===== src/rtl/shift_reg_seq.sv =====
// shift_reg_seq: N-bit parallel-load serial shift register with built-in N-shift sequencer
module shift_reg_seq #(
    parameter int             N       = 8,
    parameter logic [N-1:0]   RST_VAL = '0,
    localparam int            CNT_W   = $clog2(N + 1)
) (
    input  logic             i_clk,
    input  logic             i_rst,
    input  logic             ld,
    input  logic [N-1:0]     d_in,
    input  logic             start,
    input  logic             dir,
    input  logic             ser_in,
    output logic             ser_out,
    output logic [N-1:0]     q,
    output logic             busy,
    output logic             done,
    output logic [CNT_W-1:0] bit_cnt
);
    typedef enum logic [1:0] {IDLE, SHIFT, DONE} state_t;
    state_t           state_q, state_d;
    logic [N-1:0]     q_q, q_d;
    logic [CNT_W-1:0] cnt_q, cnt_d;
    logic             dir_q, dir_d;
    // next-state: load/start only in IDLE, one shift per edge in SHIFT, one-cycle DONE
    always_comb begin
        state_d = state_q;
        q_d     = q_q;
        cnt_d   = cnt_q;
        dir_d   = dir_q;
        case (state_q)
            IDLE: begin
                if (ld) begin
                    q_d = d_in;
                end else if (start) begin
                    dir_d   = dir;
                    cnt_d   = '0;
                    state_d = SHIFT;
                end
            end
            SHIFT: begin
                q_d     = dir_q ? {q_q[N-2:0], ser_in} : {ser_in, q_q[N-1:1]};
                cnt_d   = cnt_q + CNT_W'(1);
                state_d = (cnt_q == CNT_W'(N - 1)) ? DONE : SHIFT;
            end
            DONE: begin
                cnt_d   = '0;
                state_d = IDLE;
            end
            default: state_d = IDLE;
        endcase
    end
    // state registers; reset aborts any operation immediately
    always_ff @(posedge i_clk or posedge i_rst) begin
        if (i_rst) begin
            state_q <= IDLE;
            q_q     <= RST_VAL;
            cnt_q   <= '0;
            dir_q   <= 1'b0;
        end else begin
            state_q <= state_d;
            q_q     <= q_d;
            cnt_q   <= cnt_d;
            dir_q   <= dir_d;
        end
    end
    assign q       = q_q;
    assign ser_out = dir_q ? q_q[N-1] : q_q[0];
    assign busy    = (state_q == SHIFT);
    assign done    = (state_q == DONE);
    assign bit_cnt = cnt_q;
endmodule


===== config.mk =====
export PLATFORM = sky130hd
export DESIGN_NAME = shift_reg_seq
export DESIGN_NICKNAME = d
export VERILOG_FILES = /design/src/rtl/shift_reg_seq.sv
export SDC_FILE = /design/constraint.sdc
export NUM_CORES = 1
export LEC_CHECK = 0
export ABC_AREA = 1
export CAP_MARGIN = 20
export CORE_MARGIN = 2
export CORE_UTILIZATION = 34
export CTS_BUF_LIST = sky130_fd_sc_hd__clkbuf_16
export CTS_CLUSTER_SIZE = 10
export DETAILED_ROUTE_END_ITERATION = 6
export GPL_TIMING_DRIVEN = 0
export MAX_ROUTING_LAYER = met4
export SETUP_SLACK_MARGIN = 0.15
export SYNTH_ARGS = -nofsm -noshare
export SYNTH_HDL_FRONTEND = slang
export SYNTH_SLANG_ARGS = --single-unit

===== constraint.sdc =====
create_clock -name i_clk -period 2.71 [get_ports i_clk]
set_input_delay 0.6775 -clock i_clk [delete_from_list [all_inputs] [get_ports i_clk]]
set_output_delay 0.6775 -clock i_clk [all_outputs]
set_load 0.03 [all_outputs]

==> results.sh, run 1 <==
export IMPL_synth_enable_flop_cells=0
export IMPL_synth_yosys_warnings=0
export IMPL_num_vias=913
export IMPL_cts_path_max_buffers=2
export IMPL_layout_cells_most_common_list="80 x nand2_1, 28 x clkdlybuf4s50_1, 15 x dfrtp_1"
export IMPL_post_synth_num_cell_types=20
export IMPL_max_cap_violations=0
export IMPL_post_cts_hold_buffer_count=0
export IMPL_ys_top_cells_by_area="dfrtp_1 41%, nand2_1 33%, nand3_1 5.0%"
export IMPL_critPathCaptureType="primary output"
export IMPL_syn_avg_cell_area_um2=6.86
export IMPL_finalWorstPathRequiredPeriod_ns=2.40
export IMPL_i_o_pin_count=29
export IMPL_setup_tns_ns=0
export IMPL_ctsHtreeMaxLevel=1
export IMPL_number_of_drc_violations_after_detailed_routing_iteration_0=20
export IMPL_grt_pass1_vias=883
export IMPL_cts_buf_count=3
export IMPL_crit_path_cell_chain="inv_2 > nand2_4 > inv_4 > buf_8 > clkdlybuf4s50_1"
export IMPL_min_period_over_period=0.887
export IMPL_postCtsSetupBuffers=0
export IMPL_grt_antenna_before_repair=0
export IMPL_ys_ff_latch=15
export IMPL_crit_path_top_delay_cell="clkdlybuf4s50_1"
export IMPL_clk_pin_slew_worst_paths_ns=0.05
export IMPL_mostFrequentLayoutCell="nand2_1"
export IMPL_ant_nets=0
export IMPL_power_density_mw_per_mm2=1330
export IMPL_dominantRegCellSynth="dfrtp_1"
export IMPL_dieHeight_um=55.6
export IMPL_share_of_flip_flops_with_an_asynchronous_set_or_reset=1.00
export IMPL_gp_routability_congestion=0.791
export IMPL_max_clock_freq_mhz=416
export IMPL_worstHoldPathType="reg2reg"
export IMPL_vias_per_cell=4.71
export IMPL_grt_setup_unrepaired="false"
export IMPL_dp_final_hpwl_um=1580
export IMPL_grt_util_all_layers=0.163
export IMPL_total_of_endpoints_with_negative_setup_slack_in_the_final_report=0
export IMPL_yosys_area_top_type_share=0.414
export IMPL_cp_start_kind="flip-flop"
export IMPL_drt_first_pass_iters=4
export IMPL_initial_core_util=0.362
export IMPL_cp_data_arrival_time_ns=1.73
export IMPL_yosys_area_share_simple=0.471
export IMPL_clk_root_buffer_cell="clkbuf_16"
export IMPL_synth_top_family_by_area="simple AND/OR/NAND/NOR gates"
export IMPL_buffer_ports_inserted=28
export IMPL_synth_compound_gate_area_share=0.0235
export IMPL_yosys_area_top_type="dfrtp_1"
export IMPL_syn_cell_area_um2=906
export IMPL_cts_tree="yes"
export IMPL_gr_total_overflow=0
export IMPL_syn_to_final_growth_pct=43.8
export IMPL_timing_worst_slew_pin_value_ns=0.597
export IMPL_mappedNetlistNets=147
export IMPL_die_w_um=55.6
export IMPL_floorplan_die_area_mm2=0.00309
export IMPL_post_synth_xor_area_fraction=0
export IMPL_diode_insertion_count_for_antenna_repair=0
export IMPL_clk_insertion_delay_late_ns=0.24
export IMPL_fin_hold_ws_ns=0.539
export IMPL_critPathKind="reg2out"
export IMPL_fraction_of_final_layout_cells_sized_beyond_drive_strength_1=0.116
export IMPL_synthCells=132
export IMPL_finalHoldViolCount=0
export IMPL_critical_path_max_fanout=10
export IMPL_numClockSinks=15
export IMPL_drc=0
export IMPL_clock_skew_ns=0.00210
export IMPL_grt_max_degree=16
export IMPL_yosysSeqAreaShare=0.414
export IMPL_design_core_area_mm2=0.00250
export IMPL_maxSlewHeadroom=0.602
export IMPL_finish_net_count=180
export IMPL_route_detailed_wl_per_inst_um=11.7
export IMPL_ir_drop_v=0.000702
export IMPL_post_synth_mux_area_share=0
export IMPL_cpPeakStageDelay_ns=0.67
export IMPL_num_rows=18
export IMPL_slew_violations=0
export IMPL_power_static_leakage_nw=0.689
export IMPL_count_of_cells_resized_by_post_cts_repair=0
export IMPL_postRouteWirelength_um=2260
export IMPL_grt_first_pass_wirelength_um=3970
export IMPL_outcome="complete, no violations"
export IMPL_crit_required_ns=2.03
export IMPL_synth_adder_area_share=0.0138
-- registers in the layout, summed over array words and instances (netlist names) --
name,flops
state_q,2
q,8
bit_cnt,4
dir_q,1
-- layout make-up --
| type | instances | area (um2) |
|---|---|---|
| sequential | 15 | 375 |
| multi-input combinational | 105 | 460 |
| clock inverter | 1 | 3.75 |
| tap | 30 | 37.5 |
| fill | 257 | 1200 |
| timing repair buffer | 28 | 280 |
| buffer | 3 | 31.3 |
| clock buffer | 3 | 75.1 |
| inverter | 9 | 38.8 |
-- kinds of logic (layout without fill, tap and decap cells) --
logic type | count (synthesis) | in the layout
AOI/OAI and AO/OA | 2 | 2
buffers and inverters | 12 | 44
and+or+nand+nor | 102 | 102
adders and majority gates | 1 | 1
DFF | 15 | 15
-- final timing paths --
kind / startpoint / end / slack, ns / cells after the start
min in group asynchronous: i_rst / bit_cnt[0] / 0.80 / 2
max in group asynchronous: i_rst / q[1] / 1.52 / 2
min: q[0] / q[0] / 0.54 / 2
max reg2reg: bit_cnt[0] / bit_cnt[2] / 1.53 / 4
max: state_q[1] / busy / 0.31 / 5
min reg2reg: q[0] / q[0] / 0.54 / 2
-- metal layers --
layer / global-route usage / share of wire / up-vias
li1: - / - / 468
met1: 0.218 / 0.48 / 419
met2: 0.250 / 0.46 / 26
met3: 0.0442 / 0.054 / 0
met4: 0.0348 / 0 / 0
met5: - / 0 / -
-- power breakdown --
part	switching, W	internal (W)
sequential	0.000115	0.000327
combinational	0.000606	0.000403
clock	0.0000884	0.000195
total	0.000810	0.000925
-- Yosys cell counts, types with 2 or more instances --
master and count:
nor2_1 2, nand2_2 5, inv_1 4, inv_4 2, nand4_1 2, nand2_1 80
dfrtp_1 15, inv_2 2, nand3_1 9
-- stage by stage --
step | cell area [um2] | utilization | power, W | instances | setup WS [ns]
detailed placement | 1220 | 0.489 | 0.00145 | 190 | 0.566
CTS | 1300 | 0.521 | 0.00175 | 194 | 0.295
global placement | 1220 | 0.489 | 0.00144 | 190 | 0.567
finish | 1300 | 0.521 | 0.00173 | 194 | 0.305
floorplan | 906 | - | 0.00111 | 132 | 1.11
global route | 1300 | 0.521 | 0.00188 | 194 | 0.242
-- worst max-delay path: cells and delay by family, from the launching register on --
kind	cells	cell delay, ns
buffers and inverters	4	1.01
flip-flops	1	0.40
AND/OR/NAND/NOR	1	0.06
Note: power is estimated with default switching activity, not from simulation.
==> run 2: changes to the inputs <==
--- a/config.mk
+++ b/config.mk
@@ -6,7 +6,7 @@
 export NUM_CORES = 1
 export LEC_CHECK = 0
 export ABC_AREA = 1
-export CAP_MARGIN = 20
+export CAP_MARGIN = 10
 export CORE_MARGIN = 2
 export CORE_UTILIZATION = 34
 export CTS_BUF_LIST = sky130_fd_sc_hd__clkbuf_16
==> results of run 2 <==
The final DEF is identical to that of run 1; final timing and power are the same.
==> run 3: changes to the inputs <==
--- a/config.mk
+++ b/config.mk
@@ -7,6 +7,7 @@
 export LEC_CHECK = 0
 export ABC_AREA = 1
 export CAP_MARGIN = 10
+export CORE_ASPECT_RATIO = 0.75
 export CORE_MARGIN = 2
 export CORE_UTILIZATION = 34
 export CTS_BUF_LIST = sky130_fd_sc_hd__clkbuf_16
==> results.sh, run 3 (synthesis gave the netlist of run 1 again) <==
export IMPL_outcome="complete, no violations"
export IMPL_maxSlewHeadroom=0.604
export IMPL_max_cap_violations=0
export IMPL_ant_nets=0
export IMPL_num_rows=16
export IMPL_internal_power_w=0.000924
export IMPL_vias_per_cell=4.48
export IMPL_clk_insertion_delay_late_ns=0.24
export IMPL_num_vias=896
export IMPL_met2_routed_length_um=991
export IMPL_fraction_of_final_layout_cells_sized_beyond_drive_strength_1=0.116
export IMPL_cpPeakStageDelay_ns=0.67
export IMPL_min_period_over_period=0.890
export IMPL_total_of_endpoints_with_negative_setup_slack_in_the_final_report=0
export IMPL_layout_cells_most_common_list="80 x nand2_1, 28 x clkdlybuf4s50_1, 15 x dfrtp_1"
export IMPL_grt_first_pass_wirelength_um=3870
export IMPL_grt_max_degree=16
export IMPL_critPathKind="reg2out"
export IMPL_r2r_worst_path_cells=4
export IMPL_finish_net_count=180
export IMPL_syn_to_final_growth_pct=44.6
export IMPL_power_share_sequential=0.254
export IMPL_cp_data_arrival_time_ns=1.74
export IMPL_whs_path_depth=2
export IMPL_gr_total_overflow=0
export IMPL_grt_util_all_layers=0.166
export IMPL_clock_skew_ns=0.000760
export IMPL_power_density_mw_per_mm2=1320
export IMPL_worst_r2r_setup_slack_ns=1.55
export IMPL_gp_routability_congestion=0.796
export IMPL_initial_core_util=0.354
export IMPL_cts_tree="yes"
export IMPL_crit_path_cell_chain="inv_2 > nand2_4 > inv_4 > buf_8 > clkdlybuf4s50_1"
export IMPL_routed_met3_length_um=116
export IMPL_pwr_share_comb=0.584
export IMPL_diode_insertion_count_for_antenna_repair=0
export IMPL_count_of_cells_resized_by_post_cts_repair=0
export IMPL_power_static_leakage_nw=0.689
export IMPL_swShare=0.465
export IMPL_mostFrequentLayoutCell="nand2_1"
export IMPL_grt_pass1_vias=839
export IMPL_buffer_ports_inserted=28
export IMPL_cts_path_max_buffers=2
export IMPL_worstHoldEndpoint="q[1]"
export IMPL_design_power_w=0.00173
export IMPL_dp_final_hpwl_um=1600
export IMPL_route_detailed_wl_per_inst_um=11.0
export IMPL_crit_required_ns=2.03
export IMPL_i_o_pin_count=29
export IMPL_post_cts_hold_buffer_count=0
export IMPL_worst_r2r_endpoint="bit_cnt[2]"
export IMPL_design_core_area_mm2=0.00256
export IMPL_drt_first_pass_iters=4
export IMPL_ctsHtreeMaxLevel=1
export IMPL_number_of_drc_violations_after_detailed_routing_iteration_0=32
export IMPL_clk_pin_slew_worst_paths_ns=0.05
export IMPL_finalWorstPathRequiredPeriod_ns=2.41
export IMPL_crit_buf_inv=4
export IMPL_flip_flop_count_of_the_largest_register_after_layout=8
export IMPL_timing_worst_slew_pin_value_ns=0.593
export IMPL_postCtsSetupBuffers=0
export IMPL_floorplan_die_area_mm2=0.00310
export IMPL_setup_tns_ns=0
export IMPL_die_w_um=63.6
export IMPL_cp_start_kind="flip-flop"
export IMPL_min_from="q[1]"
export IMPL_slew_violations=0
export IMPL_postRouteWirelength_um=2200
export IMPL_finalHoldViolCount=0
export IMPL_power_share_clock=0.162
export IMPL_crit_path_top_delay_cell="clkdlybuf4s50_1"
export IMPL_critical_path_max_fanout=10
export IMPL_worstHoldPathType="reg2reg"
export IMPL_grt_antenna_before_repair=0
export IMPL_ir_drop_v=0.000479
export IMPL_routed_top_layer="met4"
export IMPL_routedLengthMet1_um=1070
export IMPL_max_clock_freq_mhz=414
export IMPL_regToRegStartpoint="bit_cnt[0]"
export IMPL_grt_setup_unrepaired="false"
export IMPL_clk_root_buffer_cell="clkbuf_16"
export IMPL_numClockSinks=15
export IMPL_cts_buf_count=3
export IMPL_critPathCaptureType="primary output"
export IMPL_critical_path_top_delay_family="buffers and inverters"
export IMPL_dieHeight_um=48.7
export IMPL_power_net_switching_w=0.000804
export IMPL_drc=0
-- run 3: cell counts in the layout (fill, tap and decap cells not counted) --
Identical to the previous run, type by type.
-- run 3: power groups by stage --
stage	Combinational [W]	Clock (W)	Sequential, W
2_1_floorplan	0.000534	0	0.000580
3_3_place_gp	0.00101	0	0.000438
3_5_place_dp	0.00102	0	0.000443
4_1_cts	0.00102	0.000286	0.000440
5_1_grt	0.00113	0.000303	0.000457
6_report	0.00101	0.000280	0.000440
-- run 3: cell type report --
| class | instances | area (um2) |
|---|---|---|
| multi-input combinational | 105 | 460 |
| clock buffer | 3 | 75.1 |
| inverter | 9 | 38.8 |
| timing repair buffer | 28 | 280 |
| buffer | 3 | 31.3 |
| tap | 36 | 45.0 |
| sequential | 15 | 375 |
| fill | 277 | 1250 |
| clock inverter | 1 | 3.75 |
-- run 3: worst max path at each step --
stage	start	end	slack (ns)	depth (start not counted)
global route	state_q[1]	busy	0.24	5
global placement	state_q[1]	busy	0.56	5
CTS	state_q[1]	busy	0.29	5
detailed placement	state_q[1]	busy	0.55	5
finish	state_q[1]	busy	0.30	5
floorplan	state_q[1]	done	1.11	2
-- run 3: through the flow --
| step | hold slack, ns | setup slack (ns) | cell area [um2] | utilization | instances |
|---|---|---|---|---|---|
| finish | 0.546 | 0.297 | 1310 | 0.511 | 200 |
| global route | 0.575 | 0.241 | 1310 | 0.511 | 200 |
| CTS | 0.549 | 0.287 | 1310 | 0.511 | 200 |
| detailed placement | 0.538 | 0.548 | 1230 | 0.480 | 196 |
| global placement | 0.526 | 0.561 | 1230 | 0.480 | 196 |
| floorplan | 0.579 | 1.11 | 906 | - | 132 |
-- run 3: worst reg2reg max path, delay by kind of cell (launching register included) --
family	cells	cell delay [ns]
flip-flops	1	0.42
adder cells (fa/ha/maj)	1	0.24
AND/OR/NAND/NOR	3	0.39
-- run 3: metal layers --
layer	vias to the layer above	GRT usage
met5	-	-
met4	0	0.0435
met3	2	0.0465
met2	23	0.260
met1	403	0.212
li1	468	-
